File: src/rtl/ram_bist.sv
// ram_bist: a two-pass write/read self-test for a 32 x 3-bit RAM.
// Pass 0 writes addr[2:0] to every location and reads it back. Pass 1 does the
// same with the inverted pattern. Mismatches are counted and saturate at 64.
// The RAM read data is expected READ_LAT cycles after the address changes.
// Optional feature macro: RAM_BIST_ERRLOG_EN. It adds first-error capture
// outputs: first_err_addr, first_err_data and first_err_pass.
module ram_bist #(
    parameter int READ_LAT = 1
) (
    input  logic       clk,
    input  logic       reset,
    input  logic       start,
    output logic [4:0] Address,
    output logic [2:0] DataIn,
    output logic       Write,
    input  logic [2:0] DataOut,
    output logic       busy,
    output logic       done,
    output logic       fail,
`ifdef RAM_BIST_ERRLOG_EN
    output logic [4:0] first_err_addr,
    output logic [2:0] first_err_data,
    output logic [0:0] first_err_pass,
`endif
    output logic [6:0] err_count
);

    // The wait counter must be able to hold the value READ_LAT.
    localparam int W_W = (READ_LAT < 1) ? 1 : $clog2(READ_LAT + 1);
    localparam logic [W_W-1:0] LAT_W = W_W'(READ_LAT);

    typedef enum logic [1:0] {
        IDLE  = 2'd0,
        WRITE = 2'd1,
        READ  = 2'd2,
        DONE  = 2'd3
    } state_t;

    state_t         r_state;
    logic           r_pass;
    logic [4:0]     r_addr;
    logic [W_W-1:0] r_w;
    logic           r_write;
    logic [2:0]     r_data_in;
    logic           r_busy;
    logic           r_done;
    logic           r_fail;
    logic [6:0]     r_err_count;
`ifdef RAM_BIST_ERRLOG_EN
    logic [4:0]     r_fe_addr;
    logic [2:0]     r_fe_data;
    logic           r_fe_pass;
`endif

    // Test pattern: the low address bits, inverted on the second pass.
    function automatic logic [2:0] pat(input logic [4:0] a, input logic p);
        return p ? ~a[2:0] : a[2:0];
    endfunction

    logic [2:0] w_expected;
    logic       w_mismatch;
    logic       w_read_now;
    logic       w_last_addr;
    logic       w_err_inc;
    logic [6:0] w_err_next;

    assign w_expected  = pat(r_addr, r_pass);
    assign w_mismatch  = (DataOut != w_expected);
    assign w_read_now  = (r_w == LAT_W);
    assign w_last_addr = (r_addr == 5'd31);
    // Saturate at 64; a run makes exactly 64 compares, so this never clips a
    // real count but keeps the counter from wrapping if the limit ever changes.
    assign w_err_inc   = w_mismatch && (r_err_count < 7'd64);
    assign w_err_next  = r_err_count + {6'd0, w_err_inc};

    assign Address   = r_addr;
    assign DataIn    = r_data_in;
    assign Write     = r_write;
    assign busy      = r_busy;
    assign done      = r_done;
    assign fail      = r_fail;
    assign err_count = r_err_count;
`ifdef RAM_BIST_ERRLOG_EN
    assign first_err_addr    = r_fe_addr;
    assign first_err_data    = r_fe_data;
    assign first_err_pass[0] = r_fe_pass;
`endif

    // Sequencer: walks WRITE and READ twice, producing registered RAM controls.
    // r_addr is kept at 0 outside a run, so it drives Address directly.
    always_ff @(posedge clk or posedge reset) begin
        if (reset) begin
            r_state     <= IDLE;
            r_pass      <= 1'b0;
            r_addr      <= 5'd0;
            r_w         <= '0;
            r_write     <= 1'b0;
            r_data_in   <= 3'd0;
            r_busy      <= 1'b0;
            r_done      <= 1'b0;
            r_fail      <= 1'b0;
            r_err_count <= 7'd0;
`ifdef RAM_BIST_ERRLOG_EN
            r_fe_addr   <= 5'd0;
            r_fe_data   <= 3'd0;
            r_fe_pass   <= 1'b0;
`endif
        end else begin
            case (r_state)
                IDLE, DONE: begin
                    if (start) begin
                        r_state     <= WRITE;
                        r_pass      <= 1'b0;
                        r_addr      <= 5'd0;
                        r_w         <= '0;
                        r_write     <= 1'b1;
                        r_data_in   <= pat(5'd0, 1'b0);
                        r_busy      <= 1'b1;
                        r_done      <= 1'b0;
                        r_fail      <= 1'b0;
                        r_err_count <= 7'd0;
`ifdef RAM_BIST_ERRLOG_EN
                        r_fe_addr   <= 5'd0;
                        r_fe_data   <= 3'd0;
                        r_fe_pass   <= 1'b0;
`endif
                    end
                end
                WRITE: begin
                    if (w_last_addr) begin
                        r_state   <= READ;
                        r_addr    <= 5'd0;
                        r_w       <= '0;
                        r_write   <= 1'b0;
                        r_data_in <= 3'd0;
                    end else begin
                        r_addr    <= r_addr + 5'd1;
                        r_data_in <= pat(r_addr + 5'd1, r_pass);
                    end
                end
                READ: begin
                    if (w_read_now) begin
                        r_w         <= '0;
                        r_err_count <= w_err_next;
`ifdef RAM_BIST_ERRLOG_EN
                        // Capture only the first mismatch of the run.
                        if (w_mismatch && (r_err_count == 7'd0)) begin
                            r_fe_addr <= r_addr;
                            r_fe_data <= DataOut;
                            r_fe_pass <= r_pass;
                        end
`endif
                        if (w_last_addr) begin
                            r_addr <= 5'd0;
                            if (!r_pass) begin
                                r_state   <= WRITE;
                                r_pass    <= 1'b1;
                                r_write   <= 1'b1;
                                r_data_in <= pat(5'd0, 1'b1);
                            end else begin
                                r_state <= DONE;
                                r_busy  <= 1'b0;
                                r_done  <= 1'b1;
                                r_fail  <= (w_err_next != 7'd0);
                            end
                        end else begin
                            r_addr <= r_addr + 5'd1;
                        end
                    end else begin
                        r_w <= r_w + W_W'(1);
                    end
                end
            endcase
        end
    end

endmodule

File: config.mk
export PLATFORM = sky130hd
export DESIGN_NAME = ram_bist
export DESIGN_NICKNAME = d
export VERILOG_FILES = /design/src/rtl/ram_bist.sv
export SDC_FILE = /design/constraint.sdc
export NUM_CORES = 1
export LEC_CHECK = 0
export ABC_AREA = 1
export CORE_ASPECT_RATIO = 1.1
export CORE_MARGIN = 2
export CORE_UTILIZATION = 45
export DETAILED_ROUTE_END_ITERATION = 8
export GPL_TIMING_DRIVEN = 0
export PLACE_DENSITY = 0.69
export SLEW_MARGIN = 25
export SYNTH_ARGS = -nofsm -noshare
export SYNTH_HDL_FRONTEND = slang
export SYNTH_SLANG_ARGS = --single-unit
File: constraint.sdc
create_clock -name clk -period 1.9 [get_ports clk]
set_input_delay 0.285 -clock clk [delete_from_list [all_inputs] [get_ports clk]]
set_output_delay 0.285 -clock clk [all_outputs]
set_load 0.01 [all_outputs]
## Word level (Yosys, flattened, before mapping)

Index checks and enable logic that the tools add are counted.

- RAM bits: 0
- Memories: 0
- Bits in registers: 23
- ROM bits: 0
- Bits in latches: 0
- Input bits: 6

- Multiplexer cells: 45
- $add $sub $neg: 3
- Div/mod/pow operators: 0
- $lt $le $gt $ge: 1
- Bitwise logic cells: 2
- Reductions and logical operators: 13
- Equality and inequality tests: 11
- Multiply operators: 0
- Shifts and indexed selects: 0

Operator list:

| kind | count |
|---|---|
| 3-bit 2-to-1 mux | 7 |
| 1-bit 2-to-1 mux | 18 |
| 5-bit 2-to-1 mux | 3 |
| 5-bit one-hot mux with 3 select lines | 1 |
| 7-bit 2-to-1 mux | 2 |
| 7-bit one-hot mux with 2 select lines | 1 |
| 2-bit != test (second input constant) | 6 |
| 4-bit AND reduction | 3 |
| 2-bit 2-to-1 mux | 5 |
| 5-bit AND reduction | 2 |
| 3-bit one-hot mux with 3 select lines | 1 |
| 1-bit one-hot mux with 2 select lines | 4 |
| 7-bit by 1-bit adder with 7-bit output | 1 |
| 7-bit less-than comparator (second input constant) | 1 |
| 7-bit nonzero test | 1 |
| 3-bit inverter | 2 |
| 1-bit one-hot mux with 3 select lines | 2 |
| 2-bit one-hot mux with 3 select lines | 1 |
| 5-bit by 1-bit adder with 5-bit output (second input constant) | 1 |
| 5-bit equality test (second input constant) | 1 |
| 2-bit equality test (second input constant) | 2 |
| 2-bit AND reduction | 2 |
| 3-bit != test | 1 |
| 3-bit AND reduction | 1 |
| 6 further kinds | 6 |

## Depth between registers and ports, before layout

Gate-level depths: netlist of the first run.

- Word-level depth: 10
- Depth in mapped cells: 15
- Mapped depth without buffers: 15

## Worst setup path before layout of the first run

Ideal clock, no wire load.

- Path kind: register to register
- From: register r_addr[0], in the netlist Address[0]
- To: register r_fail, in the netlist fail
- Path slack: -0.052 ns
- Buffers on the path: 0
- Data arrival time: 1.836 ns
- Clock period less this slack: 1.952 ns
- Cell stages (with the launch flop): 15
- Path through: dfrtp_1 > xnor2_1 > xnor2_1 > a21oi_1 > nor2_1 > ha_1 > ha_1 > inv_1 > nand2_1 > nor2_1 > nand3_1 > nor2_1 > nand2_1 > nand2_1 > nand2_1

- Longest elaborated chain between the ends: 10
- Elaborated cells on any way between the ends: 13

Ends and longest elaborated chain:

| what | line | source |
|---|---|---|
| from (decl) | 41 | `logic [4:0] r_addr;` |
| from (signal assigned) | 137 | `r_addr <= r_addr + 5'd1;` |
| from (signal assigned) | 167 | `r_addr <= r_addr + 5'd1;` |
| 3-bit inverter | 57 | `return p ? ~a[2:0] : a[2:0];` |
| 3-bit 2-to-1 mux | 57 |  |
| 3-bit != test | 68 | `assign w_mismatch = (DataOut != w_expected);` |
| 1-bit logical AND | 73 | `assign w_err_inc = w_mismatch && (r_err_count < 7'd64);` |
| 7-bit by 1-bit adder with 7-bit output | 74 | `assign w_err_next = r_err_count + {6'd0, w_err_inc};` |
| 7-bit nonzero test | 164 | `r_fail <= (w_err_next != 7'd0);` |
| 1-bit 2-to-1 mux | 155 | `if (!r_pass) begin` |
| 1-bit 2-to-1 mux | 153 | `if (w_last_addr) begin` |
| 1-bit 2-to-1 mux | 142 | `if (w_read_now) begin` |
| 1-bit one-hot mux with 2 select lines | 109 | `case (r_state)` |
| to (signal assigned) | 164 |  |
| to (decl) | 47 | `logic r_fail;` |

Parallel ways exist; a longest one is shown, timed or not. The select of a mux whose other input is x is not followed.
A chain may end at the register's enable or synchronous reset.

## Worst setup path after layout of the first run

Ends and elaborated chain as after synthesis.

==> results of run 1 <==
[cell families after synthesis]
group | after synthesis | share of synthesized area (%)
flip-flops | 23 | 39.3
buffers and inverters | 30 | 9.22
AND/OR/NAND/NOR | 78 | 29.0
AO/OA/AOI/OAI | 27 | 11.7
XOR/XNOR | 8 | 4.78
adder cells (fa/ha/maj) | 7 | 5.98
[layout by cell type, fill, tap and decap left out, drive strengths merged]
master	instances
dfrtp	23
buf	12
o21bai	2
clkbuf	4
nand3	13
inv	29
nand3b	1
nand2	49
a31oi	1
clkdlybuf4s50	24
nor3	2
o22ai	3
o21ai	16
xor2	4
a21oi	5
nand4	1
xnor2	4
ha	7
nor2	12
[power groups by stage]
stage / registers [mW] / logic (mW) / clock network, mW
final: 0.671 / 1.46 / 0.227
after global routing: 0.682 / 1.62 / 0.252
after CTS: 0.678 / 1.34 / 0.235
after detailed placement: 0.689 / 1.29 / 0
after global placement: 0.684 / 1.25 / 0
after floorplan: 0.701 / 0.941 / 0
[path summary, 6_finish.rpt]
| check | from | to | slack (ns) | cells past startpoint |
|---|---|---|---|---|
| worst min-delay path | reset | err_count[1] | 0.46 | 2 |
| min in group clk | DataIn[2] | DataIn[2] | 0.50 | 2 |
| worst max register to register | Address[0] | fail | -0.15 | 15 |
| max in group asynchronous | reset | Address[1] | 0.83 | 2 |
| worst max-delay path | Address[0] | fail | -0.15 | 15 |
| worst min register to register | DataIn[2] | DataIn[2] | 0.50 | 2 |
[layout make-up]
| class | instances | area [um2] | share of cell area (%) |
|---|---|---|---|
| tap | 34 | 42.5 | 2.19 |
| multi-input combinational | 120 | 835 | 42.9 |
| buffer | 1 | 11.3 | 0.579 |
| clock buffer | 4 | 26.3 | 1.35 |
| inverter | 29 | 124 | 6.37 |
| sequential | 23 | 581 | 29.8 |
| timing repair buffer | 35 | 327 | 16.8 |
[through the flow]
| stage | hold slack (ns) | util, % | cell area, um2 |
|---|---|---|---|
| floorplan | 0.287 | - | 1480 |
| global placement | 0.468 | 57.3 | 1760 |
| detailed placement | 0.474 | 57.3 | 1760 |
| CTS | 0.484 | 59.8 | 1840 |
| global route | 0.527 | 63.3 | 1950 |
| finish | 0.462 | 63.3 | 1950 |
[what timing repair did]
| item | in CTS | in global routing |
|---|---|---|
| pin swaps | 7 | 18 |
| gates resized for setup | 8 | 21 |
| buffers inserted | 5 | 7 |
| endpoints found under the setup margin | 7 | 12 |
[worst max-delay path, cell delays in order (launching register included)]
cell                      delay [ns]
sky130_fd_sc_hd__dfrtp_2        0.47
sky130_fd_sc_hd__xnor2_2        0.20
sky130_fd_sc_hd__xnor2_1        0.14
sky130_fd_sc_hd__a21oi_1        0.06
sky130_fd_sc_hd__nor2_1         0.11
sky130_fd_sc_hd__ha_2           0.22
sky130_fd_sc_hd__ha_4           0.18
sky130_fd_sc_hd__inv_2          0.03
sky130_fd_sc_hd__nand2_1        0.06
sky130_fd_sc_hd__nand2_2        0.07
sky130_fd_sc_hd__nor2_1         0.08
sky130_fd_sc_hd__nand3_1        0.09
sky130_fd_sc_hd__nor2_1         0.09
sky130_fd_sc_hd__nand2_1        0.06
sky130_fd_sc_hd__nand2_1        0.05
sky130_fd_sc_hd__nand2_1        0.04
[state kept, by name, indices dropped and copies added, names as in the netlist]
name and flops:
Write 1, r_pass 1, fail 1, busy 1
r_w 1, DataIn 3, done 1, Address 5
r_state 2, err_count 7
[per-layer routing]
layer	share of wire (%)	routed length (um)	track usage, %	vias to the layer above
met2	56	1830	35.4	15
li1	-	-	-	633
met5	0	0	0	-
met3	2.0	67	2.02	2
met1	42	1370	24.9	634
met4	0.55	18	5.23	0
==> results.toml, run 1 <==
[pwr]
seq_power_share_pct = 28.4
cell_internal_pwr_mw = 1.28
power_frac_comb_pct = 62.0
switchingPower_mw = 1.08
switching_share_pct = 45.8
power_frac_clock_pct = 9.6
leakage_nw = 0.899
ir_drop_mv = 1.05
power.density_cell_area_mw_per_mm2 = 1210
total_power_mw = 2.36

[timing]
maxSlewHeadroom_pct = 39.3
worst_slew_pin_slew_ns = 0.910
report.final.hold_viol_count = 0
final.setup.worst_slack_ns = -0.154
drv_slew = 0
fin_tns_setup_ns = -0.469
final_period_demand_of_the_worst_path_ns = 2.05
achievable-frequency_ghz = 0.487
setup-violations-final = 4
finalClockSkew_ns = 0.00275
setup_repair_after_global_routing_missed_its_margin = "true"
fin_crit_sh_pct = 108

[grt]
overflow = 0
overall_fraction_of_global_route_tracks_in_use_pct = 19.8
grt_start_max_net_pins = 24
global_route_wire_length_before_repair_mm = 5.84
antenna_found_initial = 0
first_global_vias = 1292

[placement]
numPlacedInstances = 231
portBuffers = 24
hpwl_mm = 2.42
gpl.final_weighted_congestion = 0.822
pre_cts_slack_ns = -0.501

[setup_path]
largest_driver_fanout_on_the_critical_path = 5
endpoint_required_time_on_the_critical_path_ns = 2.11
cp-start-kind = "flop"
timing.setup.critical_path_class = "reg -> reg"
worstSetupEndpointType = "flop"
worstPathArrival_ns = 2.27

[job]
maxCapViolations = 0

[clock_tree]
htree_depth = 1
ctsRootBufferMaster = "sky130_fd_sc_hd__clkbuf_4"
worst_setup_hold_path_clk_slew_ns = 0.13
cts-hold-fix-buffers = 0
cts.path.max_buffers = 2
numClockSinks = 23
cts_buffers = 3
clock_latency_ns = 0.30
clock_tree_from_tritoncts = "built"

[layout]
share_of_layout_cells_above_drive_strength_1_pct = 27.4
antenna-diode-count = 0
final_nets = 226
fillers = 265
final_cell_count_no_fill = 246
synthToLayoutAreaGrowth_pct = 32.8

[floorplan]
rows = 21
initial_core_util_pct = 47.7
ios = 25
die_area_mm2 = 0.00373
die_h_um = 63.8
die_w_um = 58.4
design.core.area_mm2 = 0.00307

[synth]
top_ff_cell_synth = "sky130_fd_sc_hd__dfrtp_1"
synthTopCellsByArea = "sky130_fd_sc_hd__dfrtp_1 39%, sky130_fd_sc_hd__nand2_1 11%, sky130_fd_sc_hd__inv_1 6.1%"
synth_edf_count = 0
yosys_warnings = 0
mappedNetlistArea_mm2 = 0.00147
yosysTopAreaCell = "sky130_fd_sc_hd__dfrtp_1"
seq_area_frac_synth_pct = 39.3
ys_ff_latch = 23
synthCells = 173
syn-num-nets = 186
postSynthAreaPerCell_um2 = 8.47
yosys-top-cells-count = "44 x sky130_fd_sc_hd__nand2_1, 24 x sky130_fd_sc_hd__inv_1, 23 x sky130_fd_sc_hd__dfrtp_1"
synth_async_sr_flop_share_pct = 100
yosys.area.top_type_share_pct = 39.3
yosys.cell_count.top_type = "sky130_fd_sc_hd__nand2_1"
synthDistinctLibCells = 28

[drt]
vias = 1284
routed_wl_per_cell_um = 13.3
post_drt_via_cell_ratio = 5.22
drt_first_iter_violations = 42
final_antenna_net_count = 0
drc = 0
detailed_routing_iterations_pass_1 = 4
routed_wl_mm = 3.28

[status]
outcome = "complete, but fails checks"
failing_checks = "setup timing"

[min_path]
timing.hold.worst.class = "in -> async"
(Power assumes the default switching activity.)
==> run 2, diff against run 1 <==
--- a/config.mk
+++ b/config.mk
@@ -8,11 +8,11 @@
 export ABC_AREA = 1
 export CORE_ASPECT_RATIO = 1.1
 export CORE_MARGIN = 2
-export CORE_UTILIZATION = 45
+export CORE_UTILIZATION = 50
 export DETAILED_ROUTE_END_ITERATION = 8
 export GPL_TIMING_DRIVEN = 0
-export PLACE_DENSITY = 0.69
-export SLEW_MARGIN = 25
+export PLACE_DENSITY = 0.73
+export SLEW_MARGIN = 15
 export SYNTH_ARGS = -nofsm -noshare
 export SYNTH_HDL_FRONTEND = slang
 export SYNTH_SLANG_ARGS = --single-unit
==> constraint.sdc (replaced) <==
create_clock -name clk -period 1.92 [get_ports clk]
set_input_delay 0.288 -clock clk [delete_from_list [all_inputs] [get_ports clk]]
set_output_delay 0.288 -clock clk [all_outputs]
set_load 0.01 [all_outputs]
==> run 2 against run 1 <==
The run still ends with setup timing left. First-iteration DRC count grew 4.8%. Worst setup slack improved by 0.067 ns. Clock power barely moved. Combinational power hardly changed. Hold slack worse by 0.018 ns. Register-to-register slack improved by 0.09 ns. Critical path depth stayed put.
==> results.toml, run 2 (synthesized netlist as in run 1, its figures left out) <==
[status]
outcome = "complete, but fails checks"
failing_checks = "setup timing"

[timing]
setup-violations-final = 1
final_period_demand_of_the_worst_path_ns = 2.01
finalClockSkew_ns = 0.00366
drv_slew = 0
fin_crit_sh_pct = 104
report.final.hold_viol_count = 0
final.setup.worst_slack_ns = -0.0862
worst_slew_pin_slew_ns = 0.891
achievable-frequency_ghz = 0.498
maxSlewHeadroom_pct = 40.5
setup_repair_after_global_routing_missed_its_margin = "true"

[clock_tree]
htree_depth = 1
cts_buffers = 3
clock_latency_ns = 0.32
cts.path.max_buffers = 2
ctsRootBufferMaster = "sky130_fd_sc_hd__clkbuf_4"
clock_tree_from_tritoncts = "built"
numClockSinks = 23
worst_setup_hold_path_clk_slew_ns = 0.12

[setup_path]
largest_driver_fanout_on_the_critical_path = 4
worstPathArrival_ns = 2.23
worst-r2r-setup-slack_ns = -0.06
rr_endpoint = "fail"
worstSetupEndpoint = "fail"
cp-start-kind = "input pin"
endpoint_required_time_on_the_critical_path_ns = 2.14
rr_startpoint = "Address[0]"
crit_path_start = "DataOut[1]"
timing.setup.critical_path_class = "in -> reg"
rr_worst_depth = 13
worstSetupEndpointType = "flop"

[floorplan]
die_h_um = 60.8
initial_core_util_pct = 52.7
die_w_um = 55.6
ios = 25
rows = 20
die_area_mm2 = 0.00338
design.core.area_mm2 = 0.00278

[layout]
final_common_cell = "sky130_fd_sc_hd__nand2_1"
antenna-diode-count = 0
share_of_layout_cells_above_drive_strength_1_pct = 27.7
final_core_util_pct = 71.5
most-common-layout-cells = "40 x sky130_fd_sc_hd__nand2_1, 24 x sky130_fd_sc_hd__clkdlybuf4s50_1, 21 x sky130_fd_sc_hd__inv_1"
final_cell_count_no_fill = 246
final_nets = 227
synthToLayoutAreaGrowth_pct = 35.6
largest_register_ffs = 7

[grt]
overflow = 0
global_route_wire_length_before_repair_mm = 5.46
first_global_vias = 1272
grt_start_max_net_pins = 24
overall_fraction_of_global_route_tracks_in_use_pct = 20.3
antenna_found_initial = 0

[pwr]
power.density_cell_area_mw_per_mm2 = 1190
leakage_nw = 0.889
ir_drop_mv = 0.863

[placement]
numPlacedInstances = 230
gpl.final_weighted_congestion = 0.830
portBuffers = 24
hpwl_mm = 2.34

[job]
maxCapViolations = 0

[drt]
routed_wl_mm = 3.25
drt_first_iter_violations = 44
vias = 1293
final_antenna_net_count = 0
routed_wl_per_cell_um = 13.2
post_drt_via_cell_ratio = 5.26
detailed_routing_iterations_pass_1 = 4
drc = 0

[min_path]
timing.hold.worst.class = "in -> async"
[run 2: layer usage]
layer	wire length [um]	global-route usage (%)	part of all wire (%)	vias up
li1	-	-	-	637
met1	1300	23.3	40	616
met2	1760	38.8	54	30
met3	113	2.35	3.5	10
met4	76	8.71	2.3	0
met5	0	0	0	-
[run 2: through the flow]
step	power, mW	TNS (ns)	setup slack [ns]	instance area [um2]	hold WS, ns
final	2.37	-0.0862	-0.0862	1990	0.444
after detailed placement	1.94	-1.64	-0.470	1760	0.470
after global placement	1.91	-1.13	-0.413	1760	0.467
after floorplan	1.62	0	0.0223	1480	0.290
after global routing	2.56	-0.780	-0.272	1990	0.525
after CTS	2.22	-0.0801	-0.0668	1840	0.493
[run 2: worst min path at each step]
stage,depth (start not counted),slack (ns),startpoint,end
final,2,0.44,reset,DataIn[1]
after global routing,2,0.52,reset,err_count[6]
after CTS,2,0.49,reset,err_count[2]
after detailed placement,2,0.47,DataIn[2],DataIn[2]
after global placement,2,0.47,DataIn[2],DataIn[2]
after floorplan,1,0.29,reset,Address[1]
[run 2: what timing repair did]
action / CTS / global route
hold buffers: 0 / 0
gates resized for setup: 6 / 24
buffers inserted: 5 / 7
endpoints found under the setup margin: 3 / 11
pin swaps: 3 / 12
[run 2: final cells by class]
class                      count  area, um2
sequential                    23        581
tap                           33       41.3
inverter                      29        126
clock buffer                   4       26.3
buffer                         1       11.3
fill                         210        791
multi-input combinational    120        855
timing repair buffer          36        347
[run 2: worst max-delay path, stage by stage]
cell and delay [ns]:
sky130_fd_sc_hd__clkdlybuf4s50_1 0.51, sky130_fd_sc_hd__xor2_1 0.19, sky130_fd_sc_hd__nand3b_1 0.12, sky130_fd_sc_hd__a21oi_2 0.13, sky130_fd_sc_hd__nor2_1 0.05, sky130_fd_sc_hd__ha_2 0.19, sky130_fd_sc_hd__ha_4 0.17, sky130_fd_sc_hd__nand2_2 0.11
sky130_fd_sc_hd__nor2_2 0.06, sky130_fd_sc_hd__nand3_1 0.07, sky130_fd_sc_hd__nand2_1 0.07, sky130_fd_sc_hd__nor2_1 0.11, sky130_fd_sc_hd__nand2_1 0.06, sky130_fd_sc_hd__nand2_1 0.05, sky130_fd_sc_hd__nand2_1 0.05
[run 2: power breakdown]
part	internal, mW	switching [mW]
Sequential	0.581	0.0775
Combinational	0.634	0.844
Clock	0.0814	0.149
